==> src/rtl/encoder16_4_sync.sv <==
// Sequential 16-to-4 priority encoder: synchronises and debounces 16 active-low
// request lines, then reports the highest active index through a valid/ack handshake.
module encoder16_4_sync #(
  parameter int DEB_CYCLES = 4,
  parameter int CNT_W      = 16
) (
  input  logic        clk,
  input  logic        rst,
  input  logic [15:0] req_n,
  input  logic        ack,
  output logic [3:0]  code,
  output logic        valid,
  output logic        multi,
  output logic        busy
);

  // Handshake: valid rises on acceptance and holds code/multi steady; the
  // first edge with ack=1 while valid=1 completes the transfer and drops valid.
  // ack is ignored whenever valid=0.

  localparam logic [1:0] IDLE     = 2'd0;
  localparam logic [1:0] DEBOUNCE = 2'd1;
  localparam logic [1:0] HOLD     = 2'd2;
  localparam logic [1:0] RELEASE  = 2'd3;

  localparam logic [CNT_W-1:0] CNT_MAX = CNT_W'(DEB_CYCLES - 1);

  logic [1:0]       state;
  logic [15:0]      sync1;
  logic [15:0]      sync2;
  logic [15:0]      act;
  logic [15:0]      snap;
  logic [CNT_W-1:0] cnt;
  logic [3:0]       enc;
  logic             many;

  function automatic logic [3:0] top_index(input logic [15:0] v);
    top_index = 4'h0;
    for (int i = 0; i < 16; i++) begin
      if (v[i]) top_index = 4'(i);
    end
  endfunction

  assign act  = ~sync2;
  assign enc  = top_index(snap);
  // Clearing the lowest set bit leaves something only if two or more were set.
  assign many = |(snap & (snap - 16'd1));

  always_ff @(posedge clk) begin
    if (rst) begin
      sync1 <= '1;
      sync2 <= '1;
      state <= IDLE;
      cnt   <= '0;
      snap  <= '0;
      code  <= 4'h0;
      valid <= 1'b0;
      multi <= 1'b0;
      busy  <= 1'b0;
    end else begin
      sync1 <= req_n;
      sync2 <= sync1;
      case (state)
        IDLE: begin
          if (act != '0) begin
            snap  <= act;
            cnt   <= '0;
            state <= DEBOUNCE;
            busy  <= 1'b1;
          end
        end
        DEBOUNCE: begin
          if (act != snap) begin
            if (act == '0) begin
              state <= IDLE;
              busy  <= 1'b0;
            end else begin
              snap <= act;
              cnt  <= '0;
            end
          end else if (cnt == CNT_MAX) begin
            code  <= enc;
            multi <= many;
            valid <= 1'b1;
            state <= HOLD;
          end else begin
            cnt <= cnt + CNT_W'(1);
          end
        end
        HOLD: begin
          if (ack) begin
            valid <= 1'b0;
            cnt   <= '0;
            state <= RELEASE;
          end
        end
        RELEASE: begin
          // Any active line restarts the quiet period, so a held key cannot re-fire.
          if (act != '0) begin
            cnt <= '0;
          end else if (cnt == CNT_MAX) begin
            state <= IDLE;
            busy  <= 1'b0;
          end else begin
            cnt <= cnt + CNT_W'(1);
          end
        end
        default: begin
          state <= IDLE;
          busy  <= 1'b0;
        end
      endcase
    end
  end

endmodule

==> config.mk <==
export PLATFORM = sky130hd
export DESIGN_NAME = encoder16_4_sync
export DESIGN_NICKNAME = d
export VERILOG_FILES = /design/src/rtl/encoder16_4_sync.sv
export SDC_FILE = /design/constraint.sdc
export NUM_CORES = 1
export LEC_CHECK = 0
export CAP_MARGIN = 20
export CORE_ASPECT_RATIO = 0.9
export CORE_UTILIZATION = 40
export DETAILED_ROUTE_END_ITERATION = 12
export PLACE_DENSITY = 0.58
export SETUP_SLACK_MARGIN = 0.4
export SYNTH_ARGS = -nofsm -noshare
export SYNTH_HDL_FRONTEND = slang
export SYNTH_SLANG_ARGS = --single-unit
==> constraint.sdc <==
create_clock -name clk -period 2.75 [get_ports clk]
set_input_delay 0.825 -clock clk [delete_from_list [all_inputs] [get_ports clk]]
set_output_delay 0.825 -clock clk [all_outputs]
set_load 0.1 [all_outputs]
==> flow_summary.ini <==
[timing]
finalHoldViolCount = 0
final.min_clock_period_ns = 2.17
finalSetupViolCount = 0
fin_skew_ns = 0.00634
fmax_mhz = 461
fin_tns_setup_ns = 0
slew_headroom_pct = 60.5
worst_pin_slew_ns = 0.586
fin_crit_sh_pct = 79.0
finalMaxSlewViolations = 0
rsz0062_at_grt = no

[clock_tree]
clock-sinks = 73
clock_latency_ns = 0.35
cts_tree = done
clk_pin_slew_ns = 0.08
cts_setup_buffers = 0
ctsHtreeMaxLevel = 3
cts_buffer_depth = 2
root_buffer = clkbuf_8
numCtsBuffers = 9

[final_layout]
layout_common_cells = dfxtp_1, or2_2, nor2_1
n_antenna_cell = 0
fin_nets = 388
syn2layout_area_growth_pct = 14.2
final_common_cell = dfxtp_1
drive_above_1_share_pct = 22.3
stdcell_count = 472
finalCoreUtilization_pct = 46.8

[worst_hold_path]
hold_class = flip-flop to flip-flop

[synthesis]
synth_nets = 371
synth_top_family_by_area = simple AND/OR/NAND/NOR gates
synth-async-reset-ratio_pct = 0
synth_warnings = 0
synth_top_area_share_pct = 44.4
synthAdderAreaFrac_pct = 0.684
ys_ff_latch = 73
yosysSeqAreaShare_pct = 44.4
synth_edf_count = 0
synthFlopType = dfxtp_1
yosys.area.top_type = dfxtp_1
synth.top_cells.by_area = dfxtp_1, or2_2, a211oi_1
synth-simple-area-share_pct = 25.0
synth-compound-area-share_pct = 18.2
synthXorXnorAreaFrac_pct = 5.97
syn_avg_cell_area_sq_um = 9.38
synth_cells = 351
syn_area_sq_um = 3290
ys_types = 57
muxShareOfSynthArea_pct = 0.304

[floorplan]
fp-row-count = 31
start_util_pct = 41.0
die-area_sq_um = 8600
die_h_um = 88.1
ios = 26
core_sq_um = 8030
die_x_um = 97.6

[outcome]
status = finished, final reports clean

[global_routing]
grt_usage_pct = 15.9
grt.overflow.total = 0
grt_pass1_vias = 2146
antenna_found_initial = 0
grt_pass1_wl_um = 10600
grt_max_degree = 54

[power_and_ir_drop]
p_leak_uw = 0.00133
power_density_nw_per_um2 = 631
vdd_drop_max_v = 0.000375

[route]
wirelength_um = 6360
via_count = 2503
avgViaCountPerCell = 5.30
drc = 0
drtAntennaViolNets = 0
routedWlPerCell_um = 13.5
dr.pass1.iters = 4
drt_iter0_drc = 135

[placement]
place_hpwl_um = 4430
placed_cells_incl_taps = 456
place.port_buffers = 25
gp_congestion = 0.771

[critical_path]
arrival_ns = 2.45
end_kind = flip-flop
worst_setup_path_start_kind = flip-flop
critPathKind = flip-flop to flip-flop
required_ns = 3.03
critical_path.max_fanout = 11

[job]
max_cap_violations = 0
metal layers:
layer	track usage [%]	wire length, um	vias to the layer above
li1	-	-	1309
met1	22.1	3370	1142
met2	23.0	2640	46
met3	4.79	267	6
met4	6.34	82	0
met5	0	0	-
flip-flops by register name, indices dropped and copies added (netlist names), named ones only:
register	flops
sync1	16
valid	1
multi	1
busy	1
cnt	16
sync2	16
code	4
state	1
snap	16
where the power goes:
part	switching [uW]	leakage (uW)	internal [uW]
Clock	435	0.000103	436
Combinational	174	0.000627	170
Sequential	57.2	0.000599	1100
Total	666	0.00133	1710
worst max-delay path: stages (launching register included):
cell	delay [ns]
dfxtp_1	0.56
xnor2_2	0.14
nor4_4	0.33
nand4_2	0.23
o22a_2	0.33
or3_1	0.36
a21oi_1	0.15
metrics by stage:
step	cell area, sq um	hold WS, ns	setup WS (ns)	power (uW)
after floorplan	3290	0.389	0.833	1450
after global placement	3550	0.394	0.280	1530
after detailed placement	3550	0.393	0.262	1530
after CTS	3760	0.413	0.430	2410
after global routing	3760	0.431	0.435	2500
final	3760	0.413	0.579	2370
path summary, 6_finish.rpt:
| check | from | end | slack (ns) | depth (start not counted) |
|---|---|---|---|---|
| min | sync1[10] | sync2[10] | 0.41 | 1 |
| min reg2reg | sync1[10] | sync2[10] | 0.41 | 1 |
| max reg2reg | snap[11] | cnt[15] | 0.58 | 6 |
| max | snap[11] | cnt[15] | 0.58 | 6 |
synth_stat cells, types with 2 or more instances:
| master | instances |
|---|---|
| a311oi_1 | 2 |
| or4_1 | 3 |
| nor3_1 | 6 |
| inv_1 | 8 |
| o31ai_1 | 5 |
| nor2_1 | 33 |
| nand4_1 | 10 |
| clkbuf_1 | 11 |
| buf_6 | 4 |
| xnor2_2 | 4 |
| a21o_1 | 2 |
| a21oi_1 | 19 |
| o21ba_2 | 2 |
| nand3_1 | 8 |
| nand2_1 | 13 |
| a211oi_1 | 19 |
| o2111ai_1 | 2 |
| o22ai_1 | 2 |
| or3_1 | 7 |
| dfxtp_1 | 73 |
| xnor2_1 | 14 |
| o21ai_0 | 15 |
| buf_4 | 5 |
| nor4_4 | 4 |
| or2_2 | 35 |
| nor4_1 | 9 |
| buf_2 | 3 |
| o31a_1 | 2 |
| o32ai_1 | 3 |
what timing repair did:
action                     CTS  global route
setup endpoints to repair    0             9
gates resized for setup      0             2
hold buffers                 0             0
area by class of cell:
class | count | area (sq um)
well taps | 99 | 124
inverters | 8 | 30.0
repair buffers | 30 | 283
clock inverters | 7 | 83.8
flip-flops and latches | 73 | 1460
clock buffers | 9 | 124
fillers | 781 | 4270
multi-input cells | 246 | 1650
cells by family (layout without fill, tap and decap cells):
logic type,Yosys count,in the layout
mux,1,1
simple gates,138,138
flops,73,73
buf+inv,32,54
xor+xnor,19,19
compound gates,86,86
fa+ha+maj,2,2
No activity file was read; power rests on OpenSTA's default activity.
